File: config.mk
export PLATFORM = sky130hd
export DESIGN_NAME = adaptive_filter_seq
export DESIGN_NICKNAME = d
export VERILOG_FILES = /design/src/rtl/adaptive_pkg.sv /design/src/rtl/adaptive_phase_cnt.sv /design/src/rtl/adaptive_filter_seq.sv
export SDC_FILE = /design/constraint.sdc
export NUM_CORES = 1
export LEC_CHECK = 0
export CORE_MARGIN = 4
export CORE_UTILIZATION = 56
export DETAILED_ROUTE_END_ITERATION = 12
export PLACE_DENSITY = 0.84
export SYNTH_ARGS = -nofsm -noshare
export SYNTH_HDL_FRONTEND = slang
export SYNTH_HIERARCHICAL = 1
export SYNTH_SLANG_ARGS = --single-unit
File: constraint.sdc
create_clock -name clk_i -period 4.3 [get_ports clk_i]
set_input_delay 0.43 -clock clk_i [delete_from_list [all_inputs] [get_ports clk_i]]
set_output_delay 0.43 -clock clk_i [all_outputs]
set_load 0.005 [all_outputs]
File: src/rtl/adaptive_pkg.sv
// Shared types and default constants for the adaptive filter frame sequencer.
package adaptive_pkg;

  typedef enum logic [2:0] {
    ST_IDLE = 3'd0,
    ST_FILT = 3'd1,
    ST_DIV  = 3'd2,
    ST_UPD  = 3'd3,
    ST_DONE = 3'd4
  } state_e;

  localparam int NTAPS_DEF    = 32;
  localparam int FILT_CYC_DEF = 35;
  localparam int DIV_TMO_DEF  = 64;
  localparam int FCNT_W_DEF   = 16;
  localparam int IDX_W        = $clog2(NTAPS_DEF);
  localparam int CNT_W        = 8;

  // Counter preset on entry to a phase; the counter then runs down to zero.
  function automatic logic [CNT_W-1:0] phase_load(input state_e st, input int filt_cyc,
                                                   input int div_tmo, input int ntaps);
    case (st)
      ST_FILT: return CNT_W'(filt_cyc - 1);
      ST_DIV:  return CNT_W'(div_tmo - 1);
      ST_UPD:  return CNT_W'(ntaps - 1);
      default: return {CNT_W{1'b0}};
    endcase
  endfunction

endpackage

File: src/rtl/adaptive_phase_cnt.sv
// Loadable down-counter with terminal flag; times the FILT, DIV-timeout and UPD phases.
module adaptive_phase_cnt
  import adaptive_pkg::*;
#(
  parameter int W = CNT_W
)(
  input  logic         clk_i,
  input  logic         rst_i,
  input  logic         load_i,
  input  logic [W-1:0] load_val_i,
  output logic         term_o
);

  logic [W-1:0] cnt_q, cnt_d;

  always_comb begin
    cnt_d = cnt_q;
    if (load_i) begin
      cnt_d = load_val_i;
    end else if (cnt_q != {W{1'b0}}) begin
      cnt_d = cnt_q - {{(W-1){1'b0}}, 1'b1};
    end else begin
      cnt_d = cnt_q;
    end
  end

  always_ff @(posedge clk_i) begin
    if (rst_i) begin
      cnt_q <= {W{1'b0}};
    end else begin
      cnt_q <= cnt_d;
    end
  end

  assign term_o = (cnt_q == {W{1'b0}});

endmodule

File: src/rtl/adaptive_filter_seq.sv
// Frame sequencer for the NLMS adaptive filter: IDLE -> FILT -> DIV -> UPD -> DONE per sample.
// Optional ADAPT_WARMUP_EN: suppress weight updates until the delay line has filled.
module adaptive_filter_seq
  import adaptive_pkg::*;
#(
  parameter int NTAPS    = NTAPS_DEF,
  parameter int FILT_CYC = FILT_CYC_DEF,
  parameter int DIV_TMO  = DIV_TMO_DEF,
  parameter int FCNT_W   = FCNT_W_DEF
)(
  input  logic                     clk_i,
  input  logic                     rst_i,
  input  logic                     sample_valid_i,
  output logic                     sample_ready_o,
  input  logic                     abort_i,
  output logic                     filt_state_o,
  output logic                     div_state_o,
  output logic                     div_start_o,
  input  logic                     div_done_i,
  output logic                     upd_en_o,
  output logic [$clog2(NTAPS)-1:0] upd_idx_o,
  output logic                     upd_last_o,
  output logic                     frame_done_o,
  output logic                     div_err_o,
  output logic [FCNT_W-1:0]        frame_cnt_o,
`ifdef ADAPT_WARMUP_EN
  output logic                     warm_o,
`endif
  output logic                     busy_o
);

  localparam int IW = $clog2(NTAPS);

  state_e            state_q, state_d;
  logic              term_s, load_s, tmo_s, warm_s;
  logic [CNT_W-1:0]  load_val_s;
  logic [IW-1:0]     upd_idx_q, upd_idx_d;
  logic [FCNT_W-1:0] frame_cnt_q;
  logic              ready_q, filt_q, div_q, start_q, upd_q, last_q, done_q, err_q, busy_q;

  assign load_s     = (state_d != state_q);
  assign load_val_s = phase_load(state_d, FILT_CYC, DIV_TMO, NTAPS);

  adaptive_phase_cnt #(.W(CNT_W)) u_phase_cnt (
    .clk_i      (clk_i),
    .rst_i      (rst_i),
    .load_i     (load_s),
    .load_val_i (load_val_s),
    .term_o     (term_s)
  );

  always_comb begin
    state_d = state_q;
    tmo_s   = 1'b0;
    case (state_q)
      ST_IDLE: if (sample_valid_i && ready_q && !abort_i) state_d = ST_FILT;
               else state_d = ST_IDLE;
      ST_FILT: if (abort_i) state_d = ST_IDLE;
               else if (term_s) state_d = ST_DIV;
               else state_d = ST_FILT;
      // div_done takes priority over a timeout landing in the same cycle
      ST_DIV: begin
        if (abort_i) state_d = ST_IDLE;
        else if (div_done_i) state_d = warm_s ? ST_UPD : ST_DONE;
        else if (term_s) begin
          state_d = ST_DONE;
          tmo_s   = 1'b1;
        end else state_d = ST_DIV;
      end
      ST_UPD:  if (abort_i) state_d = ST_IDLE;
               else if (term_s) state_d = ST_DONE;
               else state_d = ST_UPD;
      ST_DONE: state_d = ST_IDLE;
      default: state_d = ST_IDLE;
    endcase
    if (state_d == ST_UPD && state_q == ST_UPD) upd_idx_d = upd_idx_q + IW'(1);
    else upd_idx_d = {IW{1'b0}};
  end

  // Outputs are registered from the next state so they line up with the state they describe
  always_ff @(posedge clk_i) begin
    if (rst_i) begin
      state_q     <= ST_IDLE;
      ready_q     <= 1'b1;
      filt_q      <= 1'b0;
      div_q       <= 1'b0;
      start_q     <= 1'b0;
      upd_q       <= 1'b0;
      upd_idx_q   <= {IW{1'b0}};
      last_q      <= 1'b0;
      done_q      <= 1'b0;
      err_q       <= 1'b0;
      busy_q      <= 1'b0;
      frame_cnt_q <= {FCNT_W{1'b0}};
    end else begin
      state_q   <= state_d;
      ready_q   <= (state_d == ST_IDLE);
      filt_q    <= (state_d == ST_FILT);
      div_q     <= (state_d == ST_DIV);
      start_q   <= (state_d == ST_DIV) && (state_q != ST_DIV);
      upd_q     <= (state_d == ST_UPD);
      upd_idx_q <= upd_idx_d;
      last_q    <= (state_d == ST_UPD) && (upd_idx_d == IW'(NTAPS - 1));
      done_q    <= (state_d == ST_DONE);
      busy_q    <= (state_d != ST_IDLE);
      err_q     <= err_q | tmo_s;
      if (state_d == ST_DONE && state_q != ST_DONE) frame_cnt_q <= frame_cnt_q + FCNT_W'(1);
      else frame_cnt_q <= frame_cnt_q;
    end
  end

`ifdef ADAPT_WARMUP_EN
  localparam int WW = $clog2(NTAPS + 3);
  localparam logic [WW-1:0] WARM_MAX = WW'(NTAPS + 2);

  logic [WW-1:0] warm_cnt_q, warm_cnt_d;
  logic          frame_warm_q, warm_q, accept_s;

  assign accept_s = (state_q == ST_IDLE) && (state_d == ST_FILT);
  assign warm_s   = frame_warm_q;

  always_comb begin
    warm_cnt_d = warm_cnt_q;
    if (accept_s && warm_cnt_q != WARM_MAX) warm_cnt_d = warm_cnt_q + WW'(1);
    else warm_cnt_d = warm_cnt_q;
  end

  // A frame is warm if the line was already full when its sample arrived
  always_ff @(posedge clk_i) begin
    if (rst_i) begin
      warm_cnt_q   <= {WW{1'b0}};
      frame_warm_q <= 1'b0;
      warm_q       <= 1'b0;
    end else begin
      warm_cnt_q   <= warm_cnt_d;
      frame_warm_q <= accept_s ? (warm_cnt_q == WARM_MAX) : frame_warm_q;
      warm_q       <= (state_d == ST_IDLE) ? (warm_cnt_d == WARM_MAX) : warm_q;
    end
  end

  assign warm_o = warm_q;
`else
  assign warm_s = 1'b1;
`endif

  assign sample_ready_o = ready_q;
  assign filt_state_o   = filt_q;
  assign div_state_o    = div_q;
  assign div_start_o    = start_q;
  assign upd_en_o       = upd_q;
  assign upd_idx_o      = upd_idx_q;
  assign upd_last_o     = last_q;
  assign frame_done_o   = done_q;
  assign div_err_o      = err_q;
  assign frame_cnt_o    = frame_cnt_q;
  assign busy_o         = busy_q;

endmodule

==> results.txt <==
worst hold endpoint: upd_idx_o[0]
ys flop type: dfxtp_1
pin count of the biggest net entering global routing: 21
Reg2Reg Launch Point: u_phase_cnt/cnt_q[3]
CP delay by family, top: simple AND/OR/NAND/NOR gates
All-Layer GR Usage: 19.22%
hold depth: 1
sequential group share of total power: 46.0%
Cells after DPL: 284
GP Congestion: 0.7453
leading cell type in the layout, fill and taps excluded: dfxtp_1
Power Dens Cells: 409.4 nW/um^2
Core Rows: 21
Critical Path RT: 4600 ps
Switching Share: 31.06%
min-delay worst type: reg -> reg
Post-Syn Area: 1958 sq um
Max Buffers Root-to-Sink: 2
dpl hpwl: 2811 um
Clock power frac: 26.8%
crit-path max cell delay: 680 ps
CP cell instances: nor4_4 -> and4bb_1 -> and4_1 -> nand3_4 -> or4_1 -> a21oi_1
most frequent cells in the layout: 41 x dfxtp_1, 34 x clkdlybuf4s50_1, 25 x nor2_1
terminus of the critical flop-to-flop path: frame_cnt_o[11]
number of port buffers: 34
post-synthesis sequential area ratio: 41.92%
FF-to-FF path depth: 6
final hold vios: 0
CTS tree: done
via count: 1664
number of iterations in the first detailed-routing pass: 4
hold_sp: upd_idx_o[0]
final WL: 3991 um
ys async rst share: 0%
LEAKAGE: 0.8178 nW
Sink Count: 41
max cap viols: 0
CP max stage cell: and4bb_1
Critical Path Fanout Max: 18
CP Launch Type: flop
Routed WL per cell: 13.67 um
setup violators final: 0
min Tclk post-route: 2649 ps
initial DRC count: 94
Netlist cell types: 51
RSZ-0062 raised after global routing: no
crit path DAT: 2950 ps
die height: 67.13 um
Die Wd: 67.13 um
critical path endpoint category: flop
slew margin rel.: 54.13%
H-Tree Level Count: 2
combinational share of power: 27.2%
worst reg-to-reg setup slack: 1650 ps
Skew-Pair Late Insertion Delay: 360 ps
skew final: 13.67 ps
post_cts resized: 0
P&R area growth vs syn: 21.09%
WP buf/inv: 0
Sw Pwr: 301.4 uW
YS warnings: 6
final setup TNS: 0 ps
share of post-route cells with drive strength above 1: 6.911%
num ports: 35
Routed Antenna Nets: 0
fin. max-slew vios: 0
final critical-path share of the clock period: 61.60%
Layout Nets: 253
clk slew on worst S/H paths: 120 ps
grt ovf: 0
Internal Power: 669.2 uW
Post-route DRC: 0
syn avg cell area: 9.150 sq um
initial antenna violation count: 0
Worst Setup Path Type: reg -> reg
vias in the first global route: 1494
Vias/cell: 5.699
fmax: 0.3775 GHz
Core ar.: 3363 sq um
Post-CTS Hold Buffers: 0
Initial Utilization: 58.22%
Syn Inst Count: 214
worst slew pin tran: 685.9 ps
post-CTS setup repair buffer count: 0
first-pass GRT wire length: 6568 um
status: complete, no violations
Post-synth EDFFs: 0
FF+latch count, synth: 41
VDD IR-drop max: 0.3318 mV
Final Instance Count excl. Fillers: 292
CTS buffer count: 5
Antenna Cells: 0
root buffer cell: clkbuf_4
die area: 4506 sq um
metrics by stage:
step           util [%]  total power [mW]  hold slack (ps)  setup WS [ps]  cell area (sq um)
6_report          70.50            0.9706            495.0           1651               2371
5_1_grt           70.50             1.027            530.7           1404               2371
4_1_cts           70.50            0.9752            503.2           1662               2371
3_5_place_dp      67.97            0.7146            464.0           1674               2286
3_3_place_gp      67.97            0.7080            454.5           1745               2286
2_1_floorplan         -            0.6817            450.5           2159               1962
synthesized netlist by cell type (3+ instances only):
master | number | area share (%)
o32ai_1 | 4 | 1.8
nand3_1 | 5 | 1.3
or4_1 | 8 | 3.1
clkbuf_1 | 5 | 0.96
o31ai_1 | 8 | 3.1
xnor2_1 | 4 | 1.8
ha_1 | 3 | 1.9
nor2b_1 | 3 | 0.96
inv_1 | 7 | 1.3
dfxtp_1 | 41 | 42
a21oi_1 | 13 | 3.3
and4_1 | 3 | 1.3
nor2_1 | 25 | 4.8
buf_6 | 3 | 1.7
xor2_1 | 8 | 3.6
nor3b_1 | 3 | 1.2
nor3_1 | 7 | 1.8
nand2_1 | 15 | 2.9
o21ai_0 | 5 | 1.3
nand4_1 | 7 | 2.2
power by group through the flow:
stage / Clock (mW) / Combinational [mW] / Sequential (mW)
after floorplan: 0 / 0.235 / 0.446
after global placement: 0 / 0.255 / 0.453
after detailed placement: 0 / 0.261 / 0.454
after CTS: 0.266 / 0.263 / 0.446
after global routing: 0.282 / 0.294 / 0.451
final: 0.260 / 0.264 / 0.446
layout make-up:
| cell class | count | area, sq um |
|---|---|---|
| fill | 287 | 992.2 |
| clock inverter | 1 | 30.03 |
| multi-input combinational | 155 | 1033 |
| tap | 46 | 57.56 |
| inverter | 7 | 26.28 |
| clock buffer | 7 | 55.05 |
| sequential | 41 | 820.8 |
| timing repair buffer | 35 | 347.8 |
worst reg2reg max path, stage by stage, from the launching register on:
cell and delay [ps]:
dfxtp_1 370, nor4_4 360, and4bb_1 680, and4_1 390, nand3_4 150, or4_1 490
a21oi_1 160
cells by family (layout without fill, tap and decap cells):
kind of cell	after synthesis	count (layout)	share of synthesized area, %
xor gates and xnor gates	12	12	5.367
DFF	41	41	41.92
and+or+nand+nor	94	94	29.58
AOI/OAI and AO/OA	42	42	14.50
other	1	2	0.1915
muxes	2	2	1.022
buffers and inverters	19	50	5.495
adders and majority gates	3	3	1.917
sequential cells by signal, indices dropped and copies added, names as in the netlist:
signal,cells
busy_o,1
div_err_o,1
div_start_o,1
div_state_o,1
filt_state_o,1
frame_cnt_o,16
frame_done_o,1
sample_ready_o,1
state_q,3
u_phase_cnt/cnt_q,8
upd_en_o,1
upd_idx_o,5
upd_last_o,1
how the worst max path moves through the flow:
| stage | from | to | slack (ps) | cells past startpoint |
|---|---|---|---|---|
| global placement | u_phase_cnt/cnt_q[3] | frame_cnt_o[11] | 1750 | 6 |
| global route | u_phase_cnt/cnt_q[3] | u_phase_cnt/cnt_q[1] | 1400 | 8 |
| CTS | u_phase_cnt/cnt_q[3] | frame_cnt_o[11] | 1660 | 6 |
| finish | u_phase_cnt/cnt_q[3] | frame_cnt_o[11] | 1650 | 6 |
| detailed placement | u_phase_cnt/cnt_q[3] | frame_cnt_o[11] | 1670 | 6 |
| floorplan | u_phase_cnt/cnt_q[0] | u_phase_cnt/cnt_q[0] | 2160 | 10 |
routing by layer:
layer / routed length [um] / track usage [%]
met1: 1862 / 23.40
met2: 1845 / 32.64
met3: 215 / 6.489
met4: 67 / 4.557
met5: 0 / 0
Note: power is estimated with default switching activity, not from simulation.
